--- config.mk ---
export PLATFORM = sky130hd
export DESIGN_NAME = instr_fetch_unit
export DESIGN_NICKNAME = d
export VERILOG_FILES = /design/src/rtl/instr_fetch_unit.sv
export SDC_FILE = /design/constraint.sdc
export NUM_CORES = 1
export LEC_CHECK = 0
export BUFFER_PORTS_ARGS = -buffer_cell sky130_fd_sc_hd__buf_4
export CORE_AREA = 2 2 100 102
export CTS_BUF_LIST = sky130_fd_sc_hd__clkbuf_16
export CTS_CLUSTER_SIZE = 40
export DETAILED_ROUTE_END_ITERATION = 16
export DIE_AREA = 0 0 102 104
export GPL_TIMING_DRIVEN = 0
export HOLD_SLACK_MARGIN = 0.08
export PLACE_DENSITY = 0.86
export SYNTH_ARGS = -nofsm -noshare
export SYNTH_HDL_FRONTEND = slang
export SYNTH_SLANG_ARGS = --single-unit
--- constraint.sdc ---
create_clock -name i_clk -period 3 [get_ports i_clk]
set_clock_uncertainty 0.1 [all_clocks]
set_input_delay 0.75 -clock i_clk [delete_from_list [all_inputs] [get_ports i_clk]]
set_output_delay 0.75 -clock i_clk [all_outputs]
set_load 0.01 [all_outputs]
--- src/rtl/instr_fetch_unit.sv ---
// instr_fetch_unit: PC register and req/ready fetch stage feeding the control unit.
// Fetches one word per REQ/ISSUE round trip; a timeout or misaligned target parks it in FAULT.
module instr_fetch_unit #(
    parameter logic [31:0] RESET_PC  = 32'h0000_0000,
    parameter int          MAX_WAIT  = 16,
    parameter logic [31:0] NOP_INSTR = 32'h0000_0013
) (
    input  logic        i_clk,
    input  logic        i_reset,
    output logic        o_imem_req,
    output logic [31:0] o_imem_addr,
    input  logic        i_imem_ready,
    input  logic [31:0] i_imem_rdata,
    output logic        o_instr_valid,
    input  logic        i_instr_ack,
    output logic [31:0] o_instr,
    output logic [6:0]  o_op,
    output logic [2:0]  o_func3,
    output logic        o_func7,
    output logic [31:0] o_pc,
    output logic [31:0] o_pc_plus4,
    input  logic        i_pc_src,
    input  logic [31:0] i_pc_target,
    output logic        o_fetch_fault
);
    localparam int WW = $clog2(MAX_WAIT);
    typedef enum logic [1:0] {S_REQ, S_ISSUE, S_FAULT} state_t;
    state_t      r_state;
    logic [31:0] r_pc;
    logic [31:0] r_instr;
    logic        r_fault;
    logic [WW-1:0] r_wait;
    logic        w_timeout;
    logic        w_misaligned;
    assign w_timeout     = r_wait == WW'(MAX_WAIT - 1);
    assign w_misaligned  = i_pc_target[1:0] != 2'b00;
    // Gated by reset so the request stays low until reset is released.
    assign o_imem_req    = r_state == S_REQ && !i_reset;
    assign o_imem_addr   = r_pc;
    assign o_instr_valid = r_state == S_ISSUE;
    assign o_instr       = r_instr;
    assign o_op          = r_instr[6:0];
    assign o_func3       = r_instr[14:12];
    assign o_func7       = r_instr[30];
    assign o_pc          = r_pc;
    assign o_pc_plus4    = r_pc + 32'd4;
    assign o_fetch_fault = r_fault;
    always_ff @(posedge i_clk or posedge i_reset) begin
        if (i_reset) begin
            r_state <= S_REQ;
            r_pc    <= RESET_PC;
            r_instr <= NOP_INSTR;
            r_fault <= 1'b0;
            r_wait  <= '0;
        end else begin
            case (r_state)
                S_REQ: begin
                    if (i_imem_ready) begin
                        r_instr <= i_imem_rdata;
                        r_wait  <= '0;
                        r_state <= S_ISSUE;
                    end else if (w_timeout) begin
                        r_fault <= 1'b1;
                        r_instr <= NOP_INSTR;
                        r_state <= S_FAULT;
                    end else begin
                        r_wait <= r_wait + WW'(1);
                    end
                end
                S_ISSUE: begin
                    if (i_instr_ack) begin
                        if (!i_pc_src) begin
                            r_pc    <= r_pc + 32'd4;
                            r_state <= S_REQ;
                        end else if (!w_misaligned) begin
                            r_pc    <= i_pc_target;
                            r_state <= S_REQ;
                        end else begin
                            r_fault <= 1'b1;
                            r_instr <= NOP_INSTR;
                            r_state <= S_FAULT;
                        end
                    end
                end
                default: ;
            endcase
        end
    end
endmodule

# Word-level counts from Yosys, hierarchy flattened
# Cells that the tools add are included.
[word_totals] register_bits=71 latchBits=0 ram_bits=0 mem_bits_ro=0 inputBits=69 out_inout_bits=142 word_cells=49 mem_count=0
[classes] add_sub_neg=2 multipliers=0 div_mod_pow=0 n_lt_le_gt_ge=0 eq_ne=10 n_shift=0 mux=22 bitwise=0 n_reduce_logical=10
[op_table] operator="32-bit 2-to-1 mux" n=7
[op_table] operator="32-bit one-hot mux with 2 select lines" n=1
[op_table] operator="32-bit by 3-bit adder with 32-bit output (second input constant)" n=1
[op_table] operator="2-bit 2-to-1 mux" n=5
[op_table] operator="4-bit 2-to-1 mux" n=2
[op_table] operator="2-bit inequality test (second input constant)" n=4
[op_table] operator="2-bit by 1-bit inequality test with 1-bit output (second input constant)" n=3
[op_table] operator="3-bit AND reduction" n=2
[op_table] operator="6-bit AND reduction" n=1
[op_table] operator="1-bit 2-to-1 mux" n=5
[op_table] operator="5-bit AND reduction" n=1
[op_table] operator="4-bit by 1-bit adder with 4-bit output (second input constant)" n=1
[op_table] operator="4-bit equality test (second input constant)" n=1
[op_table] operator="2-bit one-hot mux with 2 select lines" n=1
[op_table] operator="2-bit nonzero test" n=2
[op_table] operator="3-bit inequality test (second input constant)" n=1
[op_table] operator="2-bit by 1-bit equality test with 1-bit output (second input constant)" n=1
[op_table] operator="2-bit zero test" n=1
[op_table] operator="1-bit one-hot mux with 2 select lines" n=1
[op_table] operator="2-bit AND reduction" n=1
[op_table] operator="1-bit logical AND" n=1
[op_table] operator="1-bit zero test" n=1

# Longest topological paths before layout
[logic_depth] word_depth=5 depth_mapped=7 mapped_depth_nobuf=6

# Worst setup path after synthesis
# No wires, ideal clock.
[synth_timing] path_type="register to output" startpoint="register r_pc[2], in the netlist o_imem_addr[2]" endpoint="output port o_pc_plus4[28]" arrival_time_ns=1.926 setup_slack_ns=0.224 path_stages_with_launch=8 cell_sequence="dfrtp_1 > ha_1 > and3_1 > nand2b_1 > buf_4 > nor4_4 > nand3_1 > xnor2_1"
[synth_between] elab_chain_cells=1
[synth_rtl] element="start, declared" line_no="29" source="logic [31:0] r_pc;"
[synth_rtl] element="start signal, assigned" line_no="73" source="r_pc <= r_pc + 32'd4;"
[synth_rtl] element="start signal, assigned" line_no="76" source="r_pc <= i_pc_target;"
[synth_rtl] element="32-bit by 3-bit adder with 32-bit output" line_no="46" source="assign o_pc_plus4 = r_pc + 32'd4;"
[synth_rtl] element="end, declared" line_no="21" source="output logic [31:0] o_pc_plus4,"
# Every way passes these cells.

# Worst setup path in the final report
[layout_timing] startpoint="register r_pc[2], in the netlist o_imem_addr[2]" endpoint="output port o_pc_plus4[17]"
# Same word-level chain as after synthesis.

==> flow_summary_export.csv <==
group,metric,value,unit
yosys,synth_ff_type,"dfrtp_1",
setup_path,critPathSlowestCell,"or3_1",
setup_path,end_kind,"output pin",
global_routing,grt_pass1_vias,4556,
setup_path,crit_buf_inv,3,
cts,insertion_delay,0.33,ns
yosys,yosys_warnings,0,
setup_path,path_class,"flip-flop to output pin",
drt,via_per_inst,5.58,
yosys,synthDistinctLibCells,51,
global_routing,grt-ovfl-total,0,
setup_path,critical_path.top_delay_family,"simple AND/OR/NAND/NOR gates",
sta,timing.fmax,0.337,GHz
drt,wl_per_cell,17.6,um
finish,antenna_cells,0,
global_routing,antenna_found_initial,0,
finish,drive_above_1_share,47.2,%
sta,period_needed,2.97,ns
setup_path,arrival,2.12,ns
yosys,syn_area,0.00435,mm^2
global_routing,grt_max_degree,72,
finish,fill_cells,726,
power,p_total,0.00579,W
drt,wl,15700,um
finish,nets,826,
floorplan,core-area,0.00955,mm^2
yosys,ys_seq_area_share,41.0,%
setup_path,crit_path_frequent_cell,"buf_4",
cts,clock_sink_count,71,
cts,cts_max_path_buffers,2,
yosys,synth-edff-count,0,
floorplan,io_pins,211,
cts,cts.htree.levels,3,
yosys,syn-instance-count,506,
global_routing,track_usage,27.5,%
setup_path,required,2.15,ns
global_routing,grt_pass1_wl,23200,um
setup_path,start_kind,"flip-flop",
cts,tritoncts,"built",
drt,firstDrtPassIters,5,
yosys,syn-num-nets,577,
sta,maxSlewViolCount,0,
finish,syn_to_final_growth,54.9,%
placed_design,hpwl,11000,um
floorplan,die_y,104,um
min_path,hold_path.class,"flip-flop to flip-flop",
setup_path,cp_cell_sequence,"buf_4, nand4_1, buf_4, or3_1, xnor2_2, buf_4",
drt,drc_errors,0,
floorplan,die_w,102,um
drt,antenna_left,0,
sta,slew_headroom,40.9,%
placed_design,placed_cell_area,0.00609,mm^2
placed_design,place_ws,-0.0538,ns
power,irDropWorstVdd,0.000489,V
cts,cts_made_buffers,9,
power,leakagePower,3.35,nW
setup_path,worstPathMaxFanout,6,
status,status,"finished clean",
cts,clk_pin_slew_worst_paths,0.06,ns
finish,final_area,0.00673,mm^2
setup_path,critPathMaxStageDelay,0.42,ns
sta,fin_crit_sh,99.0,%
drt,drt_iter0_drc,367,
finish,most-common-layout-cells,"buf_4, nand2_1, o21ai_0",
yosys,synth_area_per_cell,8.59,um^2
floorplan,dieArea,0.0106,mm^2
sta,rsz0062_at_grt,"yes",
sta,worst_pin_slew,0.886,ns
sta,final.setup.tns,0,ns
placed_design,globalplace.congestion,0.952,
yosys,ys_seq_elements,71,
finish,mostFrequentLayoutCell,"buf_4",
flow_run,drv_cap,0,
power,power.density,861,mW/mm^2
yosys,async_flop_share,100,%
sta,setup_viol,0,
floorplan,start_util,45.5,%
finish,seqCellArea,0.00181,mm^2
placed_design,portBuffers,210,
cts,ctsHoldBuffers,0,
floorplan,rows,36,
finish,multi_input_area,0.00215,mm^2
drt,vias,4981,
sta,finalHoldViolations,0,
sta,worst_slack,0.0300,ns
cts,root_buffer,"clkbuf_16",
worst paths after layout:
kind	start	end	slack [ns]	depth (start not counted)
min in group asynchronous	i_reset	o_instr[21]$_DFFE_PP0P_	0.54	2
worst max-delay path	o_imem_addr[2]$_DFFE_PP0P_	o_pc_plus4[17]	0.03	6
worst min register to register	o_fetch_fault$_DFFE_PP0P_	o_fetch_fault$_DFFE_PP0P_	0.38	1
worst min-delay path	o_fetch_fault$_DFFE_PP0P_	o_fetch_fault$_DFFE_PP0P_	0.38	1
worst max register to register	r_state[1]$_DFFE_PP0P_	o_imem_addr[9]$_DFFE_PP0P_	0.52	7
max in group asynchronous	i_reset	o_imem_addr[22]$_DFFE_PP0P_	1.65	2
synthesized netlist by cell type, types with 13 or more instances:
cell,instances,share of area (%)
o21ai_0,60,6.9
nor3_1,13,1.5
a21oi_1,15,1.7
nand2_1,89,7.7
nor2_1,28,2.4
nand3_1,19,2.2
dfrtp_1,68,39
clkbuf_1,18,1.6
xor2_1,17,3.4
and3_1,14,2.0
buf_4,47,8.1
logic make-up (layout without fill, tap and decap cells):
| kind of cell | Yosys count | in the layout | synth area share [%] |
|---|---|---|---|
| AO/OA/AOI/OAI | 112 | 112 | 15.7 |
| XOR/XNOR | 29 | 29 | 6.02 |
| adder cells (fa/ha/maj) | 2 | 2 | 0.576 |
| buffers and inverters | 84 | 338 | 11.6 |
| flip-flops | 71 | 71 | 41.0 |
| multiplexers | 5 | 5 | 1.15 |
| AND/OR/NAND/NOR | 203 | 203 | 23.9 |
metal layers:
layer  GRT usage, %  vias to the layer above  part of all wire, %
met3           3.49                       65                  8.2
met4           13.2                        0                  4.3
li1               -                     2213                    -
met2           44.9                      316                   49
met5              0                        -                    0
met1           35.6                     2387                   38
what timing repair did:
| action | 4_1_cts | 5_1_grt |
|---|---|---|
| gates resized for setup | 25 | 17 |
| endpoints found under the hold margin | 0 | 0 |
| pin swaps | 6 | 4 |
| gates cloned | 0 | 1 |
| setup endpoints to repair | 16 | 13 |
| buffers inserted | 9 | 21 |
report_power, final:
| group | internal (W) | switching, W | total (W) |
|---|---|---|---|
| sequential | 0.00133 | 0.000433 | 0.00176 |
| clock | 0.000638 | 0.000416 | 0.00105 |
| combinational | 0.00162 | 0.00136 | 0.00298 |
| total | 0.00358 | 0.00221 | 0.00579 |
through the flow:
step | hold WS (ns) | std cells | utilization (%)
global placement | 0.369 | 849 | 63.8
floorplan | 0.364 | 506 | -
global route | 0.410 | 893 | 70.5
finish | 0.380 | 893 | 70.5
detailed placement | 0.359 | 849 | 63.8
CTS | 0.384 | 872 | 68.2
final cells by class:
class / count / area share [%]
inverters: 7 / 0.428
clock inverters: 7 / 0.967
repair buffers: 241 / 26.8
flip-flops and latches: 71 / 26.8
multi-input cells: 351 / 31.9
well taps: 133 / 2.47
plain buffers: 74 / 7.19
clock buffers: 9 / 3.35
state kept, by name, indices dropped and copies added (netlist names):
name           count
r_state            2
o_imem_addr       32
o_instr           32
o_fetch_fault      1
r_wait             4
Power figures use the tool's default switching activity.
